<file path="src/rtl/display_mux_bcd.sv">
// Multiplexed N-digit 7-segment driver with a sequential double-dabble converter.
// A loaded binary value is converted one bit per clock and committed atomically to the display.
module display_mux_bcd #(
    parameter int NDIGITS     = 4,
    parameter int NBITS       = 14,
    parameter int SCAN_DIV    = 16,
    parameter int SEG_ACT_LOW = 1,
    parameter int BLANK_LZ    = 1
) (
    input  logic               clk,
    input  logic               rst,
    input  logic [NBITS-1:0]   bin_in,
    input  logic [NDIGITS-1:0] dp_in,
    input  logic               load,
    output logic               busy,
    output logic               done,
    output logic [NDIGITS-1:0] catodes,
    output logic [7:0]         segments
);
    localparam int BW = 4 * NDIGITS;
    localparam int IW = (NDIGITS > 1) ? $clog2(NDIGITS) : 1;
    localparam int CW = $clog2(NBITS + 1);

    typedef enum logic [1:0] {IDLE, SHIFT, COMMIT} state_t;

    state_t             state_q;
    logic [NBITS-1:0]   sh_q;
    logic [BW-1:0]      scr_q, scr_d;
    logic               scr_ovf_q;
    logic [CW-1:0]      cnt_q;
    logic [BW-1:0]      disp_q;
    logic               ovf_q;
    logic               busy_q, done_q;

    logic [SCAN_DIV-1:0] presc_q;
    logic [IW-1:0]       idx_q;
    logic [NDIGITS-1:0]  cat_q;
    logic [7:0]          seg_q, seg_d;
    logic [NDIGITS-1:0]  blank;
    logic                lz_run;
    logic [3:0]          nib;
    logic                cur_blank, cur_dp;
    logic [6:0]          pat;

    function automatic logic [7:0] drive(input logic [7:0] p);
        return (SEG_ACT_LOW != 0) ? ~p : p;
    endfunction

    // Add-3 correction applied to every nibble before the shift.
    always_comb begin
        scr_d = scr_q;
        for (int i = 0; i < NDIGITS; i++)
            if (scr_q[4*i +: 4] >= 4'd5) scr_d[4*i +: 4] = scr_q[4*i +: 4] + 4'd3;
    end

    always_ff @(posedge clk) begin
        if (rst) begin
            state_q   <= IDLE;
            sh_q      <= '0;
            scr_q     <= '0;
            scr_ovf_q <= 1'b0;
            cnt_q     <= '0;
            disp_q    <= '0;
            ovf_q     <= 1'b0;
            busy_q    <= 1'b0;
            done_q    <= 1'b0;
        end else begin
            done_q <= 1'b0;
            case (state_q)
                IDLE: if (load) begin
                    sh_q      <= bin_in;
                    scr_q     <= '0;
                    scr_ovf_q <= 1'b0;
                    cnt_q     <= '0;
                    busy_q    <= 1'b1;
                    state_q   <= SHIFT;
                end
                SHIFT: begin
                    // A bit leaving the top nibble means the value needs more digits.
                    scr_q     <= {scr_d[BW-2:0], sh_q[NBITS-1]};
                    scr_ovf_q <= scr_ovf_q | scr_d[BW-1];
                    sh_q      <= sh_q << 1;
                    cnt_q     <= cnt_q + 1'b1;
                    if (cnt_q == CW'(NBITS - 1)) state_q <= COMMIT;
                end
                COMMIT: begin
                    disp_q  <= scr_q;
                    ovf_q   <= scr_ovf_q;
                    done_q  <= 1'b1;
                    busy_q  <= 1'b0;
                    state_q <= IDLE;
                end
                default: state_q <= IDLE;
            endcase
        end
    end

    // Digit i>0 is blank when it and every higher digit are zero.
    always_comb begin
        lz_run = 1'b1;
        blank  = '0;
        for (int i = NDIGITS - 1; i >= 0; i--) begin
            lz_run   = lz_run & (disp_q[4*i +: 4] == 4'd0);
            blank[i] = (BLANK_LZ != 0) && (i > 0) && lz_run;
        end
    end

    always_comb begin
        nib       = '0;
        cur_blank = 1'b0;
        cur_dp    = 1'b0;
        for (int i = 0; i < NDIGITS; i++)
            if (idx_q == IW'(i)) begin
                nib       = disp_q[4*i +: 4];
                cur_blank = blank[i];
                cur_dp    = dp_in[i];
            end
        case (nib)
            4'd0: pat = 7'h3F;
            4'd1: pat = 7'h06;
            4'd2: pat = 7'h5B;
            4'd3: pat = 7'h4F;
            4'd4: pat = 7'h66;
            4'd5: pat = 7'h6D;
            4'd6: pat = 7'h7D;
            4'd7: pat = 7'h07;
            4'd8: pat = 7'h7F;
            4'd9: pat = 7'h6F;
            default: pat = 7'h00;
        endcase
        if (cur_blank) pat = 7'h00;
        if (ovf_q)     pat = 7'h40;
        seg_d = drive({cur_dp, pat});
    end

    always_ff @(posedge clk) begin
        if (rst) begin
            presc_q <= '0;
            idx_q   <= '0;
            cat_q   <= NDIGITS'(1);
            seg_q   <= drive({dp_in[0], 7'h3F});
        end else begin
            presc_q <= presc_q + 1'b1;
            if (presc_q == '1) idx_q <= (idx_q == IW'(NDIGITS - 1)) ? '0 : idx_q + 1'b1;
            cat_q <= NDIGITS'(1) << idx_q;
            seg_q <= seg_d;
        end
    end

    assign busy     = busy_q;
    assign done     = done_q;
    assign catodes  = cat_q;
    assign segments = seg_q;
endmodule

</file>
<file path="config.mk">
export PLATFORM = sky130hd
export DESIGN_NAME = display_mux_bcd
export DESIGN_NICKNAME = d
export VERILOG_FILES = /design/src/rtl/display_mux_bcd.sv
export SDC_FILE = /design/constraint.sdc
export NUM_CORES = 1
export LEC_CHECK = 0
export CAP_MARGIN = 15
export CELL_PAD_IN_SITES_DETAIL_PLACEMENT = 0
export CELL_PAD_IN_SITES_GLOBAL_PLACEMENT = 1
export CORE_MARGIN = 10
export CORE_UTILIZATION = 35
export CTS_BUF_LIST = sky130_fd_sc_hd__clkbuf_16
export CTS_CLUSTER_SIZE = 8
export DETAILED_ROUTE_END_ITERATION = 8
export PLACE_DENSITY_LB_ADDON = 0.1
export SETUP_SLACK_MARGIN = 0.05
export SKIP_LAST_GASP = 1
export SLEW_MARGIN = 20
export SYNTH_ARGS = -nofsm -noshare
export SYNTH_HDL_FRONTEND = slang
export SYNTH_SLANG_ARGS = --single-unit
export TNS_END_PERCENT = 30
</file>
<file path="constraint.sdc">
create_clock -name clk -period 3 [get_ports clk]
set_clock_uncertainty 0.1 [all_clocks]
set_input_delay 0.45 -clock clk [delete_from_list [all_inputs] [get_ports clk]]
set_output_delay 0.45 -clock clk [all_outputs]
set_load 0.02 [all_outputs]
</file>
==> metrics.txt, run 1 <==
Worst Setup Path Type=reg2reg; Initial Utilization=36.1%; TNS Setup=0 ns; LEAKAGE=1.75 nW; clock root cell=clkbuf_16; post-synthesis sequential area ratio=43.7%; status=finished clean; FFs w/ async S/R, synth=0%; WL final=8.98 mm; # diodes=0; clock latency on the worst-skew pair=0.34 ns; worst reg2reg setup slack=0.48 ns; Post-CTS Setup Inserts=0; Avg Cell Area, Syn=8.48 um2; Die Area=15900 um2; Fmax=0.398 GHz; count of pins over their slew limit=0; # DRC=0; post-synth top area cell=dfxtp_1; Post-synth EDFFs=0; DRT iter0 DRCs=220; Worst Path Max Fanout=16; gr ovfl total=0; power per cell area=522 nW/um2; share of cells above drive strength 1=6.24%; vias in the first global route=3121; final instance area=4670 um2; TritonCTS buffer count=9; clk buf depth=2; measured slew at the worst slew-check pin=0.753 ns; Commonest cells post-synth=86 x dfxtp_1, 59 x nor2_1, 49 x nand2_1, 43 x a21oi_1, 22 x nor3_1; CP required=3.16 ns; Placed Area=4390 um2; Slew HR=49.8%; Peak VDD IR=264 uV; RSZ-0062 raised after global routing=no; Max Cap Violations=0; Mapped Area=3940 um2; Synthesized Nets=502; most frequent cell after synthesis=dfxtp_1; area grow syn2layout=18.6%; Distinct cells, synth=50; initial antenna violation count=0; Final period util=83.8%; Synth top area share=43.7%; average vias per placed instance=5.15; DP HPWL=6.12 mm; detailed-route via count=3282; Reg clk slew, reported paths=0.06 ns; CP Launch Type=flip-flop; H-tree levels=3; overall power=2.44 mW; # nets final=530; cts-stage hold buffer count=0; CTS sink cnt=86; Mapped Cells=465; 1st-pass router iterations=7; post-cts resize count=0; Core Rows=38; post-route minimum period=2.52 ns; first-pass GRT wire length=15.3 mm; final setup vio count=0; Tot GR Track Use=11.4%; Die Wd=126 um; pin count of the biggest net entering global routing=73; area of the core=10900 um2; top post-synthesis cells by area=dfxtp_1 44%, nor2_1 5.6%, a21oi_1 5.5%, ha_1 5.1%, nand2_1 4.7%; DR WL/cell=14.1 um; Port Buffer Count=34; Primary FF master, synth=dfxtp_1; worst min-delay path class=in2reg; arrival time worst endpoint=2.67 ns; Top Ports=35; CTS tree=built; Hold Fails Final Rpt=0; post-synthesis sequential element count=86; YS warnings=0; CP endpoint kind=flip-flop; antenna-violating nets left=0; RD Place Congestion=0.761; Fill cells=1145; die height=126 um
[cell families (layout without fill, tap and decap cells)]
| group | count (synthesis) | in the layout | synth area share [%] |
|---|---|---|---|
| xor+xnor | 19 | 19 | 4.22 |
| buf+inv | 45 | 77 | 4.82 |
| mux | 5 | 5 | 1.30 |
| compound gates | 111 | 111 | 18.5 |
| flops | 86 | 86 | 43.7 |
| simple gates | 183 | 183 | 22.4 |
| fa+ha+maj | 16 | 16 | 5.08 |
[routing by layer]
metal  track usage [%]  vias to the layer above  part of all wire [%]  wire (um)
met5                 0                        -                     0          0
met4              4.22                        0                   1.0         94
met3              3.57                        7                   3.6        320
met2              18.0                       42                    47       4180
met1              14.0                     1549                    49       4380
li1                  -                     1684                     -          -
[path summary, 6_finish.rpt]
| check | startpoint | to | depth (start not counted) |
|---|---|---|---|
| worst max register to register | idx_q[0]$_SDFFE_PP0N_ | segments[3]$_SDFF_PP0_ | 7 |
| worst min register to register | disp_q[3]$_SDFFE_PP0P_ | disp_q[3]$_SDFFE_PP0P_ | 2 |
| worst min-delay path | rst | scr_ovf_q$_SDFFE_PP0P_ | 2 |
| worst max-delay path | idx_q[0]$_SDFFE_PP0N_ | segments[3]$_SDFF_PP0_ | 7 |
[cell usage in the layout (no fill, tap or decap), types with 8 or more instances in the layout]
cell type         n
dfxtp_1          86
nor2_1           59
nand2_1          49
a21oi_1          43
clkdlybuf4s50_1  33
inv_1            22
nor3_1           22
o21ai_0          16
ha_1             16
nand3_1          13
xnor2_1          12
clkbuf_16         9
a2bb2oi_1         8
[where the power goes]
part           leakage [nW]  switching, mW  internal [mW]
combinational         0.912         0.0974         0.0786
clock                 0.140          0.437          0.631
sequential            0.698         0.0234           1.17
[metrics by stage]
step | worst slack, ns | hold slack [ns] | utilization (%) | std cells
final | 0.485 | 0.341 | 42.7 | 637
after detailed placement | 0.490 | 0.355 | 40.2 | 622
after global placement | 0.565 | 0.352 | 40.2 | 622
after CTS | 0.474 | 0.331 | 42.7 | 637
after floorplan | 0.678 | 0.336 | - | 465
after global routing | 0.235 | 0.357 | 42.7 | 637
[worst max-delay path, stage by stage (launching register included)]
cell	delay, ns
dfxtp_1	0.41
ha_1	0.52
a211oi_1	0.08
a211o_1	0.38
inv_1	0.15
ha_1	0.26
or3_1	0.37
a31oi_1	0.16
[state kept, by name (all words and copies together), names as in the netlist]
name / count
disp_q: 16
scr_ovf_q: 1
sh_q: 14
busy: 1
done: 1
catodes: 4
idx_q: 2
scr_q: 16
presc_q: 16
segments: 8
cnt_q: 4
state_q: 2
ovf_q: 1
[cell type report]
cell class                      count  area, um2  area share, %
Timing Repair Buffer               41        388           8.30
Clock inverter                      6       55.1           1.18
Sequential cell                    86       1720           36.8
Clock buffer                        9        225           4.82
Tap cell                          140        175           3.75
Inverter                           21       78.8           1.69
Multi-Input combinational cell    334       2030           43.4
No activity file was read; power rests on OpenSTA's default activity.
==> inputs of run 2 (changes only) <==
clock period = 2.29 ns   (was 3 ns; I/O delays follow)
==> metrics.txt, run 2 (synthesis gave the netlist of run 1 again) <==
TritonCTS buffer count=9; post-place setup slack=0.0404 ns; Worst Setup Path Type=reg2reg; non-filler cells, final=656; WL final=9.31 mm; worst min-delay path class=in2reg; CP Launch Type=flip-flop; Initial Utilization=36.1%; Post-Place Cells=636; TNS Setup=0 ns; antenna-violating nets left=0; final setup vio count=0; post-route minimum period=2.18 ns; initial antenna violation count=0; most frequent cells in the layout=84 x dfxtp_1, 59 x nor2_1, 49 x nand2_1, 43 x a21oi_1, 33 x clkdlybuf4s50_1; Port Buffer Count=34; LEAKAGE=1.89 nW; vias in the first global route=3091; cts-stage hold buffer count=0; Multi-input gate area=2090 um2; Final period util=95.0%; RSZ-0062 raised after global routing=yes; CTS tree=built; H-tree levels=3; average vias per placed instance=5.05; register area=1730 um2; Core Rows=38; CP required=2.46 ns; gr ovfl total=0; die height=126 um; Max Cap Violations=0; biggest regs=disp_q (16), presc_q (16), scr_q (16); Die Area=15900 um2; clock latency on the worst-skew pair=0.35 ns; arrival time worst endpoint=2.35 ns; count of pins over their slew limit=0; Fill cells=1123; Fmax=0.460 GHz; Slew HR=65.1%; CP max stage delay=0.40 ns; # nets final=548; # DRC=0; status=finished clean; Slowest cell on crit path=dfxtp_4; Top delay family on crit path=compound AO/OA/AOI/OAI gates; 1st-pass router iterations=5; Die Wd=126 um; # diodes=0; buffers and inverters on the worst path=2; RD Place Congestion=0.767; detailed-route via count=3314; Worst Path Max Fanout=6; Tot GR Track Use=11.4%; DRT iter0 DRCs=167; CP cell instances=clkinvlp_4, ha_4, a211oi_2, a211o_1, inv_2, ha_1, or3_1, a31oi_1; power per cell area=707 nW/um2; Setup WS post-layout=0.114 ns; DP HPWL=6.22 mm; Peak VDD IR=443 uV; pin count of the biggest net entering global routing=69; clk buf depth=2; area grow syn2layout=25.8%; final instance area=4960 um2; Top Ports=35; first-pass GRT wire length=15.0 mm; CP endpoint kind=flip-flop; share of cells above drive strength 1=12.2%; measured slew at the worst slew-check pin=0.521 ns; Reg clk slew, reported paths=0.07 ns; clock root cell=clkbuf_16; DR WL/cell=14.2 um; commonest non-fill, non-tap cell in the layout=dfxtp_1; CTS sink cnt=86; Hold Fails Final Rpt=0; area of the core=10900 um2; Placed Area=4520 um2
## run 2: cell count changes in the layout (fill, tap and decap cells not counted), moves of 3 or more
cell and change:
inv_2 +3, buf_4 +15, ha_1 -3, inv_1 -5
## run 2: area by class of cell
type / instances / share of cell area, %
multi-input combinational: 335 / 42.2
sequential: 86 / 34.9
tap: 140 / 3.53
clock buffer: 9 / 4.54
timing repair buffer: 58 / 10.7
inverter: 21 / 1.66
clock inverter: 7 / 2.47
## run 2: repair_timing
item | in CTS | in global routing
pin swaps | 0 | 7
resized for setup | 3 | 10
setup endpoints to repair | 1 | 1
setup buffers | 0 | 3
endpoints found under the hold margin | 0 | 0
cloned | 0 | 1
## run 2: where the power goes
part,total (mW),internal [mW],switching [mW]
Sequential,1.56,1.53,0.0302
Combinational,0.241,0.110,0.130
Clock,1.70,1.07,0.633
Total,3.51,2.71,0.794
## run 2: worst paths after layout
| path | start | end | slack (ns) | cells past startpoint |
|---|---|---|---|---|
| worst max-delay path | idx_q[0]$_SDFFE_PP0N_ | segments[3]$_SDFF_PP0_ | 0.11 | 8 |
| worst min-delay path | rst | scr_q[14]$_SDFFE_PP0P_ | 0.27 | 2 |
| worst max register to register | idx_q[0]$_SDFFE_PP0N_ | segments[3]$_SDFF_PP0_ | 0.11 | 8 |
| worst min register to register | disp_q[0]$_SDFFE_PP0P_ | disp_q[0]$_SDFFE_PP0P_ | 0.37 | 2 |
## run 2: per-layer routing
metal | wire, um | vias to the layer above | GRT usage (%)
li1 | - | 1708 | -
met1 | 4490 | 1547 | 14.1
met2 | 4260 | 45 | 17.5
met3 | 399 | 14 | 4.49
met4 | 163 | 0 | 4.29
met5 | 0 | - | 0
## run 2: per-stage QoR
step / util [%] / hold WS [ns] / total power, mW
4_1_cts: 44.6 / 0.260 / 3.56
2_1_floorplan: - / 0.332 / 1.74
3_5_place_dp: 41.3 / 0.366 / 1.84
3_3_place_gp: 41.3 / 0.360 / 1.84
5_1_grt: 45.4 / 0.282 / 3.64
6_report: 45.4 / 0.272 / 3.51
==> inputs of run 3 (changes only) <==
SKIP_LAST_GASP = not set   (was 1)
==> results of run 3 <==
The final DEF is identical to that of run 2; final timing and power are the same.
